### src/rtl/div_seq_pkg.sv
`default_nettype none
// ============================================================================
// Module   : div_seq_pkg
// Brief    : Shared encodings for the EX-stage multi-cycle divider: sequencer
//            states, start/ready handshake levels, ALU op and funct codes.
// Revision : 1.0 - initial release
// ============================================================================
package div_seq_pkg;

    // Divider sequencer states
    typedef enum logic [1:0] {
        DIV_FREE   = 2'b00,
        DIV_BYZERO = 2'b01,
        DIV_ON     = 2'b10,
        DIV_END    = 2'b11
    } div_state_e;

    // Handshake levels between EX and the divider
    localparam logic DIVSTART          = 1'b1;
    localparam logic DIVSTOP           = 1'b0;
    localparam logic DIVRESULTREADY    = 1'b1;
    localparam logic DIVRESULTNOTREADY = 1'b0;

    // ALU operation codes carried down the pipeline
    localparam logic [7:0] EXE_DIV_OP  = 8'b0001_1010;
    localparam logic [7:0] EXE_DIVU_OP = 8'b0001_1011;

    // SPECIAL-class funct field values
    localparam logic [5:0] EXE_DIV     = 6'b01_1010;
    localparam logic [5:0] EXE_DIVU    = 6'b01_1011;

endpackage : div_seq_pkg
`default_nettype wire

### src/rtl/div_seq_step.sv
`default_nettype none
// ============================================================================
// Module   : div_step
// Brief    : One restoring-division step. The dividend shifts out of the top
//            of quot_i while quotient bits shift in at the bottom, so a single
//            register carries both across the whole division.
// Revision : 1.0 - initial release
// ============================================================================
module div_step #(
    parameter int DATA_W = 32
) (
    input  logic [DATA_W-1:0] rem_i,
    input  logic [DATA_W-1:0] quot_i,
    input  logic [DATA_W-1:0] divisor_i,
    output logic [DATA_W-1:0] rem_o,
    output logic [DATA_W-1:0] quot_o
);

    logic [DATA_W:0] shifted;
    logic [DATA_W:0] trial;

    // Subtract the divisor from the shifted partial remainder; keep it only
    // when the difference is non-negative (MSB of the widened result clear).
    always_comb begin
        shifted = {rem_i, quot_i[DATA_W-1]};
        trial   = shifted - {1'b0, divisor_i};
        if (!trial[DATA_W]) begin
            rem_o  = trial[DATA_W-1:0];
            quot_o = {quot_i[DATA_W-2:0], 1'b1};
        end else begin
            rem_o  = shifted[DATA_W-1:0];
            quot_o = {quot_i[DATA_W-2:0], 1'b0};
        end
    end

endmodule : div_step
`default_nettype wire

### src/rtl/div_seq.sv
`default_nettype none
// ============================================================================
// Module   : div_seq
// Brief    : Multi-cycle DIV/DIVU sequencer for the EX stage. Restoring
//            division on operand magnitudes, one quotient bit per cycle, with
//            sign fixup at the end. Result is {remainder, quotient}.
// Revision : 1.0 - initial release
// ============================================================================
module div_seq
    import div_seq_pkg::*;
#(
    parameter int DATA_W = 32,
    parameter int CNT_W  = 6
) (
    input  logic                  clk,
    input  logic                  rst,
    input  logic                  signed_div_i,
    input  logic [DATA_W-1:0]     opdata1_i,
    input  logic [DATA_W-1:0]     opdata2_i,
    input  logic                  start_i,
    input  logic                  annul_i,
    output logic [2*DATA_W-1:0]   result_o,
    output logic                  ready_o,
    output logic                  busy_o
);

    div_state_e            state_q,  state_d;
    logic [CNT_W-1:0]      cnt_q,    cnt_d;
    logic [DATA_W-1:0]     rem_q,    rem_d;
    logic [DATA_W-1:0]     dvd_q,    dvd_d;     // dividend in, quotient out
    logic [DATA_W-1:0]     dsr_q,    dsr_d;     // divisor magnitude
    logic                  sgn_q,    sgn_d;
    logic                  dvd_neg_q, dvd_neg_d;
    logic                  dsr_neg_q, dsr_neg_d;
    logic [2*DATA_W-1:0]   result_q, result_d;
    logic                  ready_q,  ready_d;

    logic [DATA_W-1:0]     step_rem;
    logic [DATA_W-1:0]     step_quot;
    logic [DATA_W-1:0]     fix_quot;
    logic [DATA_W-1:0]     fix_rem;

    // Two's-complement magnitude; the most negative value maps onto itself,
    // which as an unsigned magnitude is exactly right.
    function automatic logic [DATA_W-1:0] magnitude(input logic [DATA_W-1:0] v,
                                                    input logic              sgn);
        return (sgn && v[DATA_W-1]) ? -v : v;
    endfunction

    div_step #(
        .DATA_W   (DATA_W)
    ) u_step (
        .rem_i    (rem_q),
        .quot_i   (dvd_q),
        .divisor_i(dsr_q),
        .rem_o    (step_rem),
        .quot_o   (step_quot)
    );

    // Next-state, datapath and result logic; annul wins over start everywhere.
    always_comb begin
        state_d   = state_q;
        cnt_d     = cnt_q;
        rem_d     = rem_q;
        dvd_d     = dvd_q;
        dsr_d     = dsr_q;
        sgn_d     = sgn_q;
        dvd_neg_d = dvd_neg_q;
        dsr_neg_d = dsr_neg_q;
        result_d  = result_q;
        ready_d   = ready_q;
        fix_quot  = (sgn_q && (dvd_neg_q ^ dsr_neg_q)) ? -dvd_q : dvd_q;
        fix_rem   = (sgn_q && dvd_neg_q) ? -rem_q : rem_q;

        case (state_q)
            DIV_FREE: begin
                result_d = '0;
                ready_d  = DIVRESULTNOTREADY;
                if (start_i == DIVSTART && !annul_i) begin
                    sgn_d     = signed_div_i;
                    dvd_neg_d = opdata1_i[DATA_W-1];
                    dsr_neg_d = opdata2_i[DATA_W-1];
                    dvd_d     = magnitude(opdata1_i, signed_div_i);
                    dsr_d     = magnitude(opdata2_i, signed_div_i);
                    rem_d     = '0;
                    cnt_d     = '0;
                    state_d   = (opdata2_i == '0) ? DIV_BYZERO : DIV_ON;
                end
            end

            DIV_BYZERO: begin
                result_d = '0;
                ready_d  = DIVRESULTNOTREADY;
                state_d  = annul_i ? DIV_FREE : DIV_END;
            end

            DIV_ON: begin
                if (annul_i) begin
                    state_d  = DIV_FREE;
                    result_d = '0;
                    ready_d  = DIVRESULTNOTREADY;
                end else if (cnt_q != CNT_W'(DATA_W)) begin
                    rem_d = step_rem;
                    dvd_d = step_quot;
                    cnt_d = cnt_q + CNT_W'(1);
                end else begin
                    result_d = {fix_rem, fix_quot};
                    ready_d  = DIVRESULTREADY;
                    cnt_d    = '0;
                    state_d  = DIV_END;
                end
            end

            DIV_END: begin
                // Ready follows start here: an ON completion enters END with
                // ready already set, a divide-by-zero raises it one edge later.
                if (annul_i || start_i == DIVSTOP) begin
                    state_d  = DIV_FREE;
                    result_d = '0;
                    ready_d  = DIVRESULTNOTREADY;
                end else begin
                    ready_d  = DIVRESULTREADY;
                end
            end

            default: begin
                state_d  = DIV_FREE;
                result_d = '0;
                ready_d  = DIVRESULTNOTREADY;
            end
        endcase
    end

    // State and datapath registers with synchronous reset.
    always_ff @(posedge clk) begin
        if (rst) begin
            state_q   <= DIV_FREE;
            cnt_q     <= '0;
            rem_q     <= '0;
            dvd_q     <= '0;
            dsr_q     <= '0;
            sgn_q     <= 1'b0;
            dvd_neg_q <= 1'b0;
            dsr_neg_q <= 1'b0;
            result_q  <= '0;
            ready_q   <= DIVRESULTNOTREADY;
        end else begin
            state_q   <= state_d;
            cnt_q     <= cnt_d;
            rem_q     <= rem_d;
            dvd_q     <= dvd_d;
            dsr_q     <= dsr_d;
            sgn_q     <= sgn_d;
            dvd_neg_q <= dvd_neg_d;
            dsr_neg_q <= dsr_neg_d;
            result_q  <= result_d;
            ready_q   <= ready_d;
        end
    end

    assign result_o = result_q;
    assign ready_o  = ready_q;
    assign busy_o   = (state_q != DIV_FREE);

endmodule : div_seq
`default_nettype wire

### config.mk
export PLATFORM = sky130hd
export DESIGN_NAME = div_seq
export DESIGN_NICKNAME = d
export VERILOG_FILES = /design/src/rtl/div_seq_pkg.sv /design/src/rtl/div_seq_step.sv /design/src/rtl/div_seq.sv
export SDC_FILE = /design/constraint.sdc
export NUM_CORES = 1
export LEC_CHECK = 0
export BUFFER_PORTS_ARGS = -buffer_cell sky130_fd_sc_hd__buf_4
export CORE_AREA = 8 8 118 201
export DETAILED_ROUTE_END_ITERATION = 10
export DIE_AREA = 0 0 126 209
export PLACE_DENSITY = 0.83
export SLEW_MARGIN = 10
export SYNTH_ARGS = -nofsm -noshare
export SYNTH_HDL_FRONTEND = slang
export SYNTH_SLANG_ARGS = --single-unit
### constraint.sdc
create_clock -name clk -period 2.8 [get_ports clk]
set_input_delay 0.28 -clock clk [delete_from_list [all_inputs] [get_ports clk]]
set_output_delay 0.28 -clock clk [all_outputs]
set_load 0.05 [all_outputs]
======== After elaboration in Yosys (flattened, before gate mapping) ========
Cells that the tools add are included.
word-level totals
  input bits .............................. 69
  word-level logic and storage cells ...... 77
  bits in registers ....................... 172
  output and inout bits ................... 66
cells by class
  $add $sub $neg .......................... 6
  reduce and logical (&&, ||, !) cells .... 17
  bitwise gates (word level) .............. 2
  equal/unequal tests ..................... 9
  muxes and demuxes ....................... 33
operator list
  operator                                       count
  2-to-1 mux 32 bit                              11
  2-to-1 mux 64 bit                              3
  case mux 64 bit (3 select lines)               1
  negator 32 bit                                 4
  case mux 32 bit (2 select lines)               2
  subtractor 33 x 32 -> 33 bit                   1
  logical NOT 32 bit                             1
  2-to-1 mux 6 bit                               3
  2-to-1 mux 2 bit                               6
  case mux 6 bit (2 select lines)                1
  inequality test 2 bit, second input constant   4
  case mux 2 bit (4 select lines)                1
  adder 6 x 1 -> 6 bit, second input constant    1
  inequality test 6 bit, second input constant   1
  AND reduction 3 bit                            2
  logical AND 1 bit                              5
  == test 2 bit, second input constant           2
  2-to-1 mux 1 bit                               4
  AND reduction 2 bit                            2
  AND reduction 4 bit                            1
  nonzero test 2 bit                             2
  inequality test 3 bit, second input constant   1
  case mux 1 bit (3 select lines)                1
  == test 2 x 1 -> 1 bit, second input constant  1
  6 further kinds                                6

======== Logic depth before layout (Yosys ltp) ========
  depth in word-level cells ............... 6
  gate-level depth with buffers ........... 14
  gate-level depth less buffers ........... 12

======== Cells and area by module ========
A second synthesis with hierarchy kept.
second synthesis, totals
  cells, all modules ...................... 1526
  area total of the unflattened synthesis .. 12032.8 um2
by module, submodules not included
  module    instances  cells an instance  area an instance (um2)  seq. area each (um2)
  div_seq   1          1190               9441.6                  3443.3
  div_step  1          336                2591.2                  0.0

======== Worst setup path before layout ========
Ideal clock, no wire load.
  path type ............................... reg2reg
  start point ............................. register dvd_q[31]
  end point ............................... register rem_q[8]
  path slack .............................. -0.181 ns
  library setup time ...................... 0.122 ns
  period minus slack after synthesis ...... 2.981 ns
  cell stages (with the launch flop) ...... 15
  data arrival time ....................... 2.859 ns
  cells stage by stage .................... dfxtp_1 > inv_1 > ha_1 > fa_1 > nand2b_1 > a21o_1 > a21oi_1 > o21ai_1 > a2111oi_4 > o21ai_1 > xnor2_1 > buf_6 > buf_6 > nor2_1 > a221o_1
between the ends
  word-level cells in the longest chain between the ends .. 5
ends and longest elaborated chain
  element                           line                source
  start: declaration                div_seq.sv:30       logic [DATA_W-1:0] dvd_q, dvd_d;
  start signal: assignment          div_seq.sv:151      dvd_q <= dvd_d;
  subtractor 33 x 32 -> 33 bit      div_seq_step.sv:26  trial = shifted - {1'b0, divisor_i};
  2-to-1 mux 32 bit                 div_seq_step.sv:27  if (!trial[DATA_W]) begin
  2-to-1 mux 32 bit                 div_seq.sv:102      end else if (cnt_q != CNT_W'(DATA_W)) begin
  2-to-1 mux 32 bit                 div_seq.sv:98       if (annul_i) begin
  case mux 32 bit (2 select lines)  div_seq.sv:75       case (state_q)
  end signal: assignment            div_seq.sv:150      rem_q <= rem_d;
  end: declaration                  div_seq.sv:29       logic [DATA_W-1:0] rem_q, rem_d;
Every way passes these cells. The select of a mux whose other input is x is not followed.
A chain may end at the register's enable or synchronous reset.

======== Worst setup path after layout ========
  start point ............................. register dvd_q[31]
  end point ............................... register rem_q[5]
Same word-level chain as after synthesis.

==> summary.txt <==
Outcome
  • Outcome: complete, but fails checks
  • Failing checks: negative setup slack

STA
  • Setup ws final: -0.0731 ns
  • Worst-case headroom to the max-slew limit: 0.334
  • Hold Worst Slack: 0.142 ns
  • Period utilization: 1.03
  • Max Transition Viols Final: 0
  • Final min period: between 2 and 3 ns
  • Worst slew pin tran: 0.996 ns
  • Clock skew: about 0.013 ns
  • Fmax: 348 MHz
  • RSZ-0062 raised after global routing: true
  • Final hold violations: 0
  • # setup viols final: 31

Routing
  • Routed WL: ~34,000 µm
  • TritonRoute pass-1 iters: 5
  • Post-DRT Antenna Nets: 0
  • Drt drc: 0
  • First-iteration detailed-routing DRC count: between 600 and 700
  • Drt wl/cell: roughly 18 µm
  • DR vias: 11,100
  • DR vias/cell: between 5 and 6

Critical path
  • R2R depth: 14
  • Worst Setup End Kind: flop
  • Data required, critical path: approximately 3.1 ns
  • Crit Path Max Fanout: 7
  • Worst R2R Setup Slack: -0.07 ns
  • WS Path Type: reg -> reg
  • Reg-to-Reg Start: dvd_q[31]$_SDFFE_PP0P_
  • RR Endpoint: rem_q[5]$_SDFFE_PP0P_
  • Crit path launch type: flop
  • Arrival @ worst endpoint: ~3.2 ns

Hold path
  • Cells on Worst Hold Path: 3
  • Hold Path Sink: dsr_q[29]$_SDFFE_PP0P_
  • HP Class: in -> reg
  • Min-delay src: opdata2_i[29]

Yosys
  • Cells after Synth: about 1,400
  • Synth unique cells: 76
  • Post-synth EDFFs: 0
  • FFs w/ async S/R, synth: 0
  • Synthesized area per cell: approximately 7.7 µm²
  • Most used flip-flop cell after synthesis: dfxtp_1
  • Post-synth net total: between 1,500 and 2,000
  • Yosys warns: 0
  • #FFs+latches synth: approximately 170
  • Post-synthesis sequential area ratio: 0.311
  • Synthesized area: between 0.01 and 0.015 mm²

Cells and area
  • Reg area: roughly 0.0034 mm²
  • Multi-input gate area: 0.00719 mm²
  • # fillers: 1,770
  • Nets: ~1,700
  • Post-layout util: 0.652
  • Final Cell Area: 0.0136 mm²
  • Layout cells sized above 1: 0.199
  • Final std cells w/o fill: about 1,900
  • Commonest non-fill, non-tap cell in the layout: buf_4
  • Commonest non-fill, non-tap cells in the layout: 232 x buf_4, 174 x nand2_1, 170 x dfxtp_1
  • Antenna diodes: 0
  • Area Growth Syn to Fin: 22.9%

Place
  • Hpwl dp: ~26,000 µm
  • Setup WS pre-CTS: -0.124 ns
  • GPL Wtd Cong: between 0.9 and 1
  • Placed Cells: approximately 1,800
  • IO buf count: 134
  • Post-DP Area: around 0.013 mm²

CTS
  • Clk Latency, worst-skew pair: approximately 0.44 ns
  • Root Buffer: clkbuf_16
  • Total CTS buffers: 17
  • CTS H-tree depth: 4
  • CTS Sinks: approximately 170
  • Clock Tree Buf Depth: 2
  • Clk slew on worst S/H paths: roughly 0.080 ns
  • CTS tree: yes

Floorplan
  • Initial core utilization: 0.531
  • Chip height: 209 µm
  • I/O pin cnt: about 140
  • Num rows: 70
  • Die X: roughly 130 µm
  • Die area: between 0.02 and 0.03 mm²
  • CORE AREA: 0.0208 mm²

Flow run
  • MaxCap Viol Count: 0

Global route
  • Antenna violations before repair: 0
  • Vias in the first global route: 11,300
  • GRT Util Overall: 0.256
  • Global route overflow: 0
  • First-pass GRT wire length: roughly 54,000 µm
  • Pin count of the biggest net entering global routing: 67

Power and ir drop
  • Power density over cell area: roughly 640 mW/mm²
  • Max VDD drop: between 0.4 and 0.5 mV
  • P_leak: between 0.005 and 0.006 µW
## power breakdown
| part | leakage (µW) | switching [µW] | internal [µW] |
|---|---|---|---|
| combinational | 0.00380 | 2070 | 1410 |
| clock | 0.000291 | 1140 | 1280 |
| sequential | 0.00139 | 214 | 2640 |
## final cells by class
cell class	instances	share of cell area
Sequential cell	172	0.253
Clock inverter	15	0.0128
Multi-Input combinational cell	1120	0.529
Clock buffer	17	0.0313
Timing Repair Buffer	236	0.135
Tap cell	252	0.0232
Inverter	55	0.0152
## Yosys cell counts, types with 6 or more instances
cell type / n / area (µm²)
or4_1: 6 / 45.0
nor2_1: 159 / 597
nor3_1: 37 / 185
xnor2_1: 76 / 666
nand2_1: 175 / 657
nand4_1: 7 / 43.8
ha_1: 41 / 513
nand3_1: 19 / 95.1
inv_1: 55 / 206
o21ai_0: 104 / 521
xor2_1: 69 / 604
o31ai_1: 18 / 135
o21a_1: 8 / 60.1
nor4_1: 15 / 93.8
nand2b_1: 14 / 87.6
a22oi_1: 39 / 293
a311oi_1: 6 / 52.6
a21o_1: 15 / 113
a211oi_1: 29 / 218
or3_1: 10 / 62.6
o21ai_1: 7 / 35.0
and2_1: 6 / 37.5
o211ai_1: 9 / 67.6
mux2i_1: 28 / 280
o41ai_1: 10 / 87.6
dfxtp_1: 172 / 3440
clkbuf_1: 68 / 255
a21oi_1: 113 / 566
buf_1: 13 / 48.8
a22o_1: 14 / 123
nor2b_1: 9 / 56.3
a31oi_1: 11 / 68.8
## sequential cells by signal, summed over array words and instances, names as in the netlist
| signal | cells |
|---|---|
| cnt_q | 6 |
| dsr_neg_q | 1 |
| dsr_q | 32 |
| dvd_neg_q | 1 |
| dvd_q | 32 |
| ready_o | 1 |
| rem_q | 32 |
| result_o | 64 |
| sgn_q | 1 |
| state_q | 2 |
## worst max path at each step
stage               slack [ns]  cells after the start              startpoint                     end
floorplan                -0.02                     14  dvd_q[31]$_SDFFE_PP0P_   rem_q[8]$_SDFFE_PP0P_
global placement         -0.06                     13  dvd_q[31]$_SDFFE_PP0P_   rem_q[8]$_SDFFE_PP0P_
detailed placement       -0.12                     11   dsr_q[6]$_SDFFE_PP0P_  rem_q[29]$_SDFFE_PP0P_
CTS                      -0.04                     14  dvd_q[31]$_SDFFE_PP0P_   rem_q[5]$_SDFFE_PP0P_
global route             -0.23                     13  dvd_q[31]$_SDFFE_PP0P_  rem_q[31]$_SDFFE_PP0P_
finish                   -0.07                     14  dvd_q[31]$_SDFFE_PP0P_   rem_q[5]$_SDFFE_PP0P_
## worst max-delay path, cell delays in order (launching register included)
cell	delay, ns
dfxtp_2	0.33
inv_2	0.04
ha_4	0.15
fa_2	0.34
nand2b_4	0.15
a21o_1	0.16
a21oi_2	0.16
o21ai_2	0.12
a2111oi_4	0.36
o21ai_2	0.16
xnor2_4	0.26
buf_12	0.16
buf_16	0.13
mux2i_1	0.19
o21ai_1	0.07
## metal layers
metal / GRT usage / vias up / wire, µm
li1: - / 5392 / -
met1: 0.221 / 5210 / 11300
met2: 0.510 / 323 / 18900
met3: 0.0375 / 140 / 1090
met4: 0.190 / 0 / 2370
met5: 0 / - / 0
## cells by family after synthesis
kind of cell,share of synthesized area
and+or+nand+nor,0.211
adders and majority gates,0.0482
muxes,0.0253
AOI/OAI and AO/OA,0.237
DFF,0.311
xor gates and xnor gates,0.115
buffers and inverters,0.0520
## what timing repair did
action | 4_1_cts | 5_1_grt
setup buffers | 3 | 2
hold buffers | 0 | 0
gates cloned | 2 | 0
gates resized for setup | 16 | 21
pin swaps | 6 | 5
endpoints found under the setup margin | 32 | 35
## metrics by stage
step / power [µW] / TNS [ns]
2_1_floorplan: 5180 / -0.0480
3_3_place_gp: 6150 / -0.354
3_5_place_dp: 6210 / -2.27
4_1_cts: 8700 / -0.346
5_1_grt: 9240 / -5.65
6_report: 8750 / -1.10
Note: power is estimated with default switching activity, not from simulation.
